[src/rtl/float_adder_arbiter.sv]
// Two-port round-robin front end sharing one float_adder.
// Operands are latched, summed in one EXEC cycle, then held on rsp_*.
module float_adder #(
  parameter int INTEGER_WIDTH = 8,
  parameter int DECIMAL_WIDTH = 23
) (
  input  logic signed [INTEGER_WIDTH-1:0] a_integer,
  input  logic signed [DECIMAL_WIDTH-1:0] a_decimal,
  input  logic signed [INTEGER_WIDTH-1:0] b_integer,
  input  logic signed [DECIMAL_WIDTH-1:0] b_decimal,
  output logic signed [INTEGER_WIDTH-1:0] result_integer,
  output logic signed [DECIMAL_WIDTH-1:0] result_decimal
);

  assign result_integer = a_integer + b_integer;
  assign result_decimal = a_decimal + b_decimal;

endmodule

module float_adder_arbiter #(
  parameter int INTEGER_WIDTH = 8,
  parameter int DECIMAL_WIDTH = 23,
  parameter int COUNT_WIDTH   = 16
) (
  input  logic                     clk,
  input  logic                     rst_n,
  input  logic                     req0_valid,
  output logic                     req0_ready,
  input  logic [INTEGER_WIDTH-1:0] req0_a_integer,
  input  logic [DECIMAL_WIDTH-1:0] req0_a_decimal,
  input  logic [INTEGER_WIDTH-1:0] req0_b_integer,
  input  logic [DECIMAL_WIDTH-1:0] req0_b_decimal,
  input  logic                     req1_valid,
  output logic                     req1_ready,
  input  logic [INTEGER_WIDTH-1:0] req1_a_integer,
  input  logic [DECIMAL_WIDTH-1:0] req1_a_decimal,
  input  logic [INTEGER_WIDTH-1:0] req1_b_integer,
  input  logic [DECIMAL_WIDTH-1:0] req1_b_decimal,
  output logic                     rsp_valid,
  input  logic                     rsp_ready,
  output logic                     rsp_id,
  output logic [INTEGER_WIDTH-1:0] rsp_integer,
  output logic [DECIMAL_WIDTH-1:0] rsp_decimal,
  output logic                     busy,
  output logic [COUNT_WIDTH-1:0]   op_count
);

  typedef enum logic [1:0] {
    IDLE,
    EXEC,
    RESP
  } state_e;

  state_e                   state_q, state_d;
  logic                     last_grant_q, last_grant_d;
  logic [INTEGER_WIDTH-1:0] a_int_q, a_int_d;
  logic [DECIMAL_WIDTH-1:0] a_dec_q, a_dec_d;
  logic [INTEGER_WIDTH-1:0] b_int_q, b_int_d;
  logic [DECIMAL_WIDTH-1:0] b_dec_q, b_dec_d;
  logic                     rsp_valid_q, rsp_valid_d;
  logic                     rsp_id_q, rsp_id_d;
  logic [INTEGER_WIDTH-1:0] rsp_int_q, rsp_int_d;
  logic [DECIMAL_WIDTH-1:0] rsp_dec_q, rsp_dec_d;
  logic [COUNT_WIDTH-1:0]   op_count_q, op_count_d;

  logic                     gnt0, gnt1;
  logic                     acc0, acc1;
  logic [INTEGER_WIDTH-1:0] sum_int;
  logic [DECIMAL_WIDTH-1:0] sum_dec;

  float_adder #(
    .INTEGER_WIDTH(INTEGER_WIDTH),
    .DECIMAL_WIDTH(DECIMAL_WIDTH)
  ) u_adder (
    .a_integer      (a_int_q),
    .a_decimal      (a_dec_q),
    .b_integer      (b_int_q),
    .b_decimal      (b_dec_q),
    .result_integer (sum_int),
    .result_decimal (sum_dec)
  );

  // Under contention the requester that was not served last wins.
  always_comb begin
    gnt0 = 1'b0;
    gnt1 = 1'b0;
    if (state_q == IDLE) begin
      unique case (1'b1)
        (req0_valid && !req1_valid): gnt0 = 1'b1;
        (req1_valid && !req0_valid): gnt1 = 1'b1;
        (req0_valid && req1_valid): begin
          gnt0 = last_grant_q;
          gnt1 = !last_grant_q;
        end
        default: ;
      endcase
    end
  end

  assign req0_ready = gnt0;
  assign req1_ready = gnt1;
  assign acc0       = req0_valid && gnt0;
  assign acc1       = req1_valid && gnt1;

  always_comb begin
    state_d      = state_q;
    last_grant_d = last_grant_q;
    a_int_d      = a_int_q;
    a_dec_d      = a_dec_q;
    b_int_d      = b_int_q;
    b_dec_d      = b_dec_q;
    rsp_valid_d  = rsp_valid_q;
    rsp_id_d     = rsp_id_q;
    rsp_int_d    = rsp_int_q;
    rsp_dec_d    = rsp_dec_q;
    op_count_d   = op_count_q;
    case (state_q)
      IDLE: begin
        if (acc0 || acc1) begin
          a_int_d      = acc1 ? req1_a_integer : req0_a_integer;
          a_dec_d      = acc1 ? req1_a_decimal : req0_a_decimal;
          b_int_d      = acc1 ? req1_b_integer : req0_b_integer;
          b_dec_d      = acc1 ? req1_b_decimal : req0_b_decimal;
          rsp_id_d     = acc1;
          last_grant_d = acc1;
          state_d      = EXEC;
        end
      end
      EXEC: begin
        rsp_int_d   = sum_int;
        rsp_dec_d   = sum_dec;
        rsp_valid_d = 1'b1;
        state_d     = RESP;
      end
      RESP: begin
        if (rsp_ready) begin
          rsp_valid_d = 1'b0;
          op_count_d  = op_count_q + COUNT_WIDTH'(1);
          state_d     = IDLE;
        end
      end
      default: state_d = IDLE;
    endcase
  end

  always_ff @(posedge clk or negedge rst_n) begin
    if (!rst_n) begin
      state_q      <= IDLE;
      last_grant_q <= 1'b1;
      a_int_q      <= '0;
      a_dec_q      <= '0;
      b_int_q      <= '0;
      b_dec_q      <= '0;
      rsp_valid_q  <= 1'b0;
      rsp_id_q     <= 1'b0;
      rsp_int_q    <= '0;
      rsp_dec_q    <= '0;
      op_count_q   <= '0;
    end else begin
      state_q      <= state_d;
      last_grant_q <= last_grant_d;
      a_int_q      <= a_int_d;
      a_dec_q      <= a_dec_d;
      b_int_q      <= b_int_d;
      b_dec_q      <= b_dec_d;
      rsp_valid_q  <= rsp_valid_d;
      rsp_id_q     <= rsp_id_d;
      rsp_int_q    <= rsp_int_d;
      rsp_dec_q    <= rsp_dec_d;
      op_count_q   <= op_count_d;
    end
  end

  assign rsp_valid   = rsp_valid_q;
  assign rsp_id      = rsp_id_q;
  assign rsp_integer = rsp_int_q;
  assign rsp_decimal = rsp_dec_q;
  assign busy        = (state_q != IDLE);
  assign op_count    = op_count_q;

endmodule
[config.mk]
export PLATFORM = sky130hd
export DESIGN_NAME = float_adder_arbiter
export DESIGN_NICKNAME = d
export VERILOG_FILES = /design/src/rtl/float_adder_arbiter.sv
export SDC_FILE = /design/constraint.sdc
export NUM_CORES = 1
export LEC_CHECK = 0
export CORE_MARGIN = 2
export CORE_UTILIZATION = 49
export DETAILED_ROUTE_END_ITERATION = 10
export GPL_TIMING_DRIVEN = 0
export PLACE_DENSITY = 0.84
export SLEW_MARGIN = 0
export SYNTH_ARGS = -nofsm -noshare
export SYNTH_HDL_FRONTEND = slang
export SYNTH_HIERARCHICAL = 1
export SYNTH_SLANG_ARGS = --single-unit
[constraint.sdc]
create_clock -name clk -period 2.8 [get_ports clk]
set_input_delay 0.28 -clock clk [delete_from_list [all_inputs] [get_ports clk]]
set_output_delay 0.28 -clock clk [all_outputs]
set_load 0.01 [all_outputs]
==> results of run 1 <==
[metal layers]
layer  share of wire (%)  track usage (%)  routed length [um]
met5                   0                0                   0
met4                 2.4            9.337                 433
met3                 6.8            6.660                1209
met2                  49            44.29                8727
met1                  42            33.32                7490
[cells in the mapped netlist, types with 2 or more instances]
cell	n	share of area, %
o21ai_0	7	0.55
and2_1	3	0.29
inv_1	16	0.94
xor2_1	19	2.6
o21a_1	5	0.59
fa_1	2	0.63
nand4_1	5	0.49
o31ai_1	2	0.23
nand3_1	8	0.63
dfrtp_1	113	44
nor2b_1	5	0.49
mux2_2	2	0.35
nand2_1	145	8.5
nor3b_1	2	0.23
nor2_1	83	4.9
ha_1	30	5.9
a31oi_1	69	6.7
buf_4	12	1.4
nor3_1	8	0.63
buf_2	15	1.2
xnor2_1	21	2.9
a21o_1	19	2.2
o21bai_1	4	0.47
a211oi_1	3	0.35
clkbuf_1	11	0.64
mux2_1	30	5.3
nor3_2	4	0.63
a21oi_1	18	1.4
[how the worst max path moves through the flow]
stage | from | to | slack (ns)
4_1_cts | b_dec_q[0] | rsp_decimal[20] | 0.01
5_1_grt | a_dec_q[1] | rsp_decimal[19] | 0.0001
2_1_floorplan | a_dec_q[1] | rsp_decimal[19] | 0.36
6_report | a_dec_q[1] | rsp_decimal[19] | 0.11
3_5_place_dp | b_dec_q[0] | rsp_decimal[20] | 0.03
3_3_place_gp | rst_n | op_count[7] | -2.98
[power breakdown]
part | leakage [nW] | switching (mW) | internal (mW) | total, mW
clock | 0.280 | 0.716 | 1.32 | 2.04
combinational | 2.34 | 3.54 | 3.11 | 6.65
sequential | 1.32 | 0.529 | 2.45 | 2.98
[area by class of cell]
cell class | count | area share (%)
inverter | 17 | 0.7204
clock buffer | 26 | 5.639
tap | 172 | 2.383
sequential | 114 | 31.60
multi-input combinational | 521 | 36.44
timing repair buffer | 182 | 20.38
clock inverter | 5 | 0.5542
buffer | 38 | 2.286
[worst max-delay path, cell delays in order (launching register included)]
cell,delay [ns]
dfrtp_1,0.41
ha_1,0.32
a211o_1,0.34
a211oi_2,0.28
o31a_4,0.24
o21bai_4,0.08
a2111oi_2,0.33
and4b_1,0.26
mux2_1,0.30
[what timing repair did]
action,in CTS,in global routing
endpoints found under the hold margin,32,0
endpoints found under the setup margin,0,1
hold buffers,1,0
gates resized for setup,0,4
[registers in the layout, summed over array words and instances, names as in the netlist]
register,flops
rsp_integer,8
rsp_id,1
state_q,2
b_int_q,8
b_dec_q,23
a_int_q,8
op_count,16
rsp_valid,1
last_grant_q,1
a_dec_q,23
rsp_decimal,23
[through the flow]
stage | area (um2) | std cells | power, mW
after floorplan | 6404 | 690 | 7.491
after global placement | 8421 | 1042 | 9.342
after detailed placement | 8449 | 1043 | 9.534
after CTS | 9019 | 1075 | 11.67
after global routing | 9031 | 1075 | 12.58
final | 9031 | 1075 | 11.67
[cell families after synthesis]
logic type      count (synthesis)  synth area share [%]
simple gates                  275                 18.56
compound gates                141                 14.89
buf+inv                        55                 4.240
mux                            33                 5.783
xor+xnor                       40                 5.471
fa+ha+maj                      32                 6.487
flops                         114                 44.57
==> summary.md, run 1 <==
* 0 — final max-slew violation count
* 0.3210 ns — final-layout worst hold slack
* 13.23 mm — Final HPWL DP
* 8 — FF-to-FF path depth
* 181 — boundary pin count
* 690 — Cells after Synth
* 4 — H-Tree Depth
* 0.01358 ns — Final Skew
* clkdlybuf4s50_1 (179), nand2_1 (145), dfrtp_1 (113), nor2_1 (83), a31oi_1 (69) — commonest cells after routing, fill and taps aside
* 3 — crit-path max FO
* 0 — EDFF count, synth
* 5 — number of iterations in the first detailed-routing pass
* 61.89% — worst max-slew margin expressed relative to the limit
* 0 — number of routed nets with antenna violations
* 0 ns — TNS Setup
* 2.98 ns — CP arrival
* 3291 um2 — multi-input combinational cell area
* 6 — Yosys warnings
* 0.02902 ns — pre-CTS setup slack
* 851 — Post-Synthesis Net Count
* 100.0% — post-synthesis async set-or-reset flop share
* 16.61 um — Avg WL per Cell
* 8.638% — share of post-route cells with drive strength above 1
* 0.6616 mV — peak supply drop
* 0.42 ns — worst-skew pair later-pin latency
* false — setup repair after global routing missed its margin
* 0.5717 ns — slew of the pin with the lowest slew margin
* 12670 um2 — core area
* reg2reg — class of the most critical setup path
* 17.86 mm — wirelength, routed
* 5.447 — via density per instance
* 83 — largest net degree at the start of global routing
* 180 — number of buffers inserted by port buffering
* 29.28 mm — wire length of the first global-routing pass
* clkbuf_16 — root buffer cell
* 2.687 ns — time the final worst path needs with I/O delays and setup
* 44.57% — sequential-to-total area share from yosys stat
* 0 — total gr overflow
* 1 — initial antenna violation count
* 378 — starting DRC count in detailed routing
* 6404 um2 — netlist area before placement
* dfrtp_1 — Synth Flop Type
* 0.05 ns — clock slew at reported path FFs
* 372.2 MHz — maximum frequency from static timing analysis
* built — TritonCTS clock tree
* register — Critical Path End Type
* 57 — Synth cell types
* 0 — post-CTS repair timing setup buffer count
* register — kind of start point of the critical path
* 114 — Sinks on Clock Net
* 26.50% — aggregate global-route resource usage
* 14000 um2 — area of the die
* 50.54% — initial cell density of the core
* 0 — DR DRC count
* 9.281 um2 — average size of a mapped cell
* 5817 — number of global-route vias before repair
* in2async — HP Class
* complete, no violations — result of the run
* 0 — antenna cells
* 17 — number of buffers created by CTS
* 972 — Filler Cell Count
* 5856 — vias after detailed routing
* 3.09 ns — critical path required time
* 0 — endpoints failing hold
* 0.1135 ns — Worst Slack Setup Final
* 3.940 nW — static leakage
* 114 — flop and latch count out of synthesis
* rsp_decimal[19] — capturing point of the worst reg2reg path
* 1293 nW/um2 — Pwr per Cell Area
* 0.11 ns — r2r setup slk
* 41 — number of standard-cell rows in the floorplan
* a_dec_q[1] — startpoint of the worst register-to-register path
* 0.8698 — routability cong.
* 118.3 um — Die W
* 0 — Maximum Capacitance Violations
* 71.27% — Post-Route Utilization
* 41.03% — growth of design area from synthesis to finish
* clkdlybuf4s50_1 — most common cell after layout, fill and taps aside
* 95.95% — fin crit share
* 2 — number of buffers on the longest clock path
* 118.3 um — Die Span Y
* 0 — number of setup violations in the final report
* 2854 um2 — sequential standard cell area
* 1052 — post-layout net count
(Power assumes the default switching activity.)
==> inputs of run 2 (changes only) <==
CORE_UTILIZATION = 48   (was 49)
GPL_ROUTABILITY_DRIVEN = 1   (was default)
PLACE_DENSITY = 0.83   (was 0.84)
SYNTH_HIERARCHICAL = default   (was 1)
==> summary.md, run 2 <==
* nand2_1 — top-count cell post-synth, unchanged
* 42.23% — growth of design area from synthesis to finish, was 41.03%
* 378.8 MHz — maximum frequency from static timing analysis, was 372.2 MHz
* 2.52 ns — critical path required time, was 3.09 ns
* 0.9126 — routability cong., was 0.8698
* 895 — Post-Synthesis Net Count, was 851
* 94.27% — fin crit share, was 95.95%
* 10 — crit-path max FO, was 3
* 0.1604 ns — Worst Slack Setup Final, was 0.1135 ns
* 0 — number of setup violations in the final report, unchanged
* 6316 um2 — netlist area before placement, was 6404 um2
* 3.938 nW — static leakage, was 3.940 nW
* dfrtp_1 — Synth Flop Type, unchanged
* 0 — total gr overflow, unchanged
* 12720 um2 — core area, was 12670 um2
* clkbuf_16 — root buffer cell, unchanged
* 1095 — post-layout net count, was 1052
* 114 — Sinks on Clock Net, unchanged
* nand2_1 — most common cell after layout, fill and taps aside, was clkdlybuf4s50_1
* 0.7195 ns — slew of the pin with the lowest slew margin, was 0.5717 ns
* 444 — starting DRC count in detailed routing, was 378
* 100.0% — post-synthesis async set-or-reset flop share, unchanged
* 66 — Synth cell types, was 57
* 0.42 ns — worst-skew pair later-pin latency, about the same
* 0 — initial antenna violation count, was 1
* 6286 — number of global-route vias before repair, was 5817
* 0 — Yosys warnings, was 6
* false — setup repair after global routing missed its margin, unchanged
* 4 — H-Tree Depth, unchanged
* 44.77% — Synth top area share, was 44.16%
* clkdlybuf4s50_1 — critical path's slowest cell, was dfrtp_1
* dfrtp_1 (45%), nand2_1 (11%), a31oi_1 (6.4%), ha_1 (5.9%), nor2_1 (5.1%) — Area contributors post-synth, was dfrtp_1 (44%), nand2_1 (8.5%), a31oi_1 (6.7%), ha_1 (5.9%), mux2_1 (5.3%)
* 6297 — vias after detailed routing, was 5856
* 14.47 mm — Final HPWL DP, was 13.23 mm
* clkbuf_2 — Top cell by count, worst path
* 49.65% — initial cell density of the core, was 50.54%
* 181 — boundary pin count, unchanged
* 118.7 um — Die Span Y, was 118.3 um
* 41 — number of standard-cell rows in the floorplan, unchanged
* 66 — largest net degree at the start of global routing, was 83
* 45.19% — sequential-to-total area share from yosys stat, was 44.57%
* 14090 um2 — area of the die, was 14000 um2
* 0 — DR DRC count, unchanged
* 0 — antenna cells, unchanged
* 4 — number of buffers and inverters on the critical path, was 0
* 0 — number of routed nets with antenna violations, unchanged
* complete, no violations — result of the run, unchanged
* 0 ns — TNS Setup, unchanged
* 1304 nW/um2 — Pwr per Cell Area, was 1293 nW/um2
* 19.22 mm — wirelength, routed, was 17.86 mm
* 2.640 ns — time the final worst path needs with I/O delays and setup, was 2.687 ns
* in2reg — HP Class, was in2async
* 17 — number of buffers created by CTS, unchanged
* primary output — Critical Path End Type, was register
* built — TritonCTS clock tree, unchanged
* 28.22% — aggregate global-route resource usage, was 26.50%
* 1087 — cell count after placement, was 1043
* 0 — final max-slew violation count, unchanged
* nand2_1 (189), dfrtp_1 (113), nor2_1 (86) — leading post-synthesis cells by instance count, was nand2_1 (145), dfrtp_1 (113), nor2_1 (83)
* 2 — number of buffers on the longest clock path, unchanged
* 0.007015 ns — Final Skew, was 0.01358 ns
* 5 — number of iterations in the first detailed-routing pass, unchanged
* 0 — endpoints failing hold, unchanged
* 17.18 um — Avg WL per Cell, was 16.61 um
* dfrtp_1 — cell type contributing the most total cell area after synthesis, unchanged
* 1030 — Filler Cell Count, was 972
* 2.36 ns — CP arrival, was 2.98 ns
* 0.06 ns — clock slew at reported path FFs, was 0.05 ns
* 5.627 — via density per instance, was 5.447
* 0.1541 ns — pre-CTS setup slack, was 0.02902 ns
* 0.53 ns — slowest cell delay on critical path, was 0.41 ns
* reg2out — class of the most critical setup path, was reg2reg
* 31.42 mm — wire length of the first global-routing pass, was 29.28 mm
* 52.03% — worst max-slew margin expressed relative to the limit, was 61.89%
* register — kind of start point of the critical path, unchanged
* 0 — EDFF count, synth, unchanged
* 0 — Maximum Capacitance Violations, unchanged
* nor2_2 -> nand3_1 -> clkbuf_2 -> clkbuf_2 -> inv_1 -> clkdlybuf4s50_1 — cell-by-cell listing of the critical path, was ha_1 -> a211o_1 -> a211oi_2 -> o31a_4 -> o21bai_4 -> a2111oi_2 -> and4b_1 -> mux2_1
* 0.6914 mV — peak supply drop, was 0.6616 mV
* 114 — flop and latch count out of synthesis, unchanged
* 5.913% — share of post-route cells with drive strength above 1, was 8.638%
* 180 — number of buffers inserted by port buffering, unchanged
* 118.7 um — Die W, was 118.3 um
* 734 — Cells after Synth, was 690
* buffers and inverters — CP top delay family, was compound AO/OA/AOI/OAI gates
* 8.605 um2 — average size of a mapped cell, was 9.281 um2
* nand2_1 (189), clkdlybuf4s50_1 (179), dfrtp_1 (113), nor2_1 (85), a31oi_1 (65) — commonest cells after routing, fill and taps aside, was clkdlybuf4s50_1 (179), nand2_1 (145), dfrtp_1 (113), nor2_1 (83), a31oi_1 (69)
* 1119 — post-route insts no fill, was 1075
-- run 2: metal layers --
| layer | GRT usage (%) | share of wire [%] | vias to the layer above | routed length [um] |
|---|---|---|---|---|
| met5 | 0 | 0 | - | 0 |
| met4 | 10.04 | 2.7 | 0 | 518 |
| met2 | 45.80 | 48 | 267 | 9140 |
| li1 | - | - | 2978 | - |
| met3 | 5.888 | 7.1 | 45 | 1372 |
| met1 | 37.38 | 43 | 3007 | 8190 |
-- run 2: cells by family (layout without fill, tap and decap cells) --
group           Yosys count  after routing  share of synthesized area (%)
xor+xnor                 28             28                          3.883
compound gates          169            169                          17.95
simple gates            335            335                          22.42
flops                   114            114                          45.19
fa+ha+maj                32             32                          6.577
mux                       1              1                         0.1585
buf+inv                  55            268                          3.823
-- run 2: stage by stage --
step / total power [mW] / utilization (%) / hold WS (ns) / area [um2]
final: 11.71 / 70.61 / 0.4194 / 8984
after global routing: 12.56 / 70.61 / 0.4353 / 8984
after detailed placement: 9.331 / 65.70 / 0.3532 / 8358
after global placement: 9.151 / 65.50 / 0.4589 / 8333
after floorplan: 7.190 / - / -0.01559 / 6316
after CTS: 11.64 / 70.60 / 0.4160 / 8982
-- run 2: area by class of cell --
type / instances / area (um2) / share of cell area [%]
timing repair buffer: 182 / 1837 / 20.45
inverter: 16 / 60.06 / 0.6685
clock inverter: 12 / 157.7 / 1.755
tap: 172 / 215.2 / 2.396
clock buffer: 20 / 456.7 / 5.084
buffer: 38 / 180.2 / 2.006
sequential: 114 / 2854 / 31.77
multi-input combinational: 565 / 3223 / 35.88
-- run 2: what timing repair did --
item                                   CTS  global route
endpoints found under the hold margin   49             0
setup endpoints to repair                2             1
hold buffers                             1             0
setup buffers                            0             0
resized for setup                        2             2
-- run 2: worst register-to-register path: stages (launching register included) --
cell and delay, ns:
dfrtp_1 0.38, ha_1 0.26, inv_1 0.09, fa_1 0.26
nor2b_4 0.06, o31a_1 0.30, o31ai_4 0.37, a2111oi_1 0.19
or4_1 0.50, nand3_1 0.09
-- run 2: worst paths after layout --
path                            depth (start not counted)               from         endpoint  slack (ns)
worst max-delay path                                    6         state_q[1]       req1_ready        0.16
worst min-delay path                                    3  req0_a_decimal[3]       a_dec_q[3]        0.42
worst max register to register                          9         a_dec_q[0]  rsp_decimal[22]        0.25
worst min register to register                          1       op_count[15]     op_count[15]        0.48
max in group asynchronous                               3              rst_n     last_grant_q        1.58
min in group asynchronous                               2              rst_n      op_count[3]        0.45
-- run 2: report_power, final --
group          switching [mW]  total (mW)  internal (mW)
Sequential              0.545        2.99           2.44
Clock                   0.814        2.26           1.45
Combinational            3.66        6.46           2.80
Total                    5.02        11.7           6.69
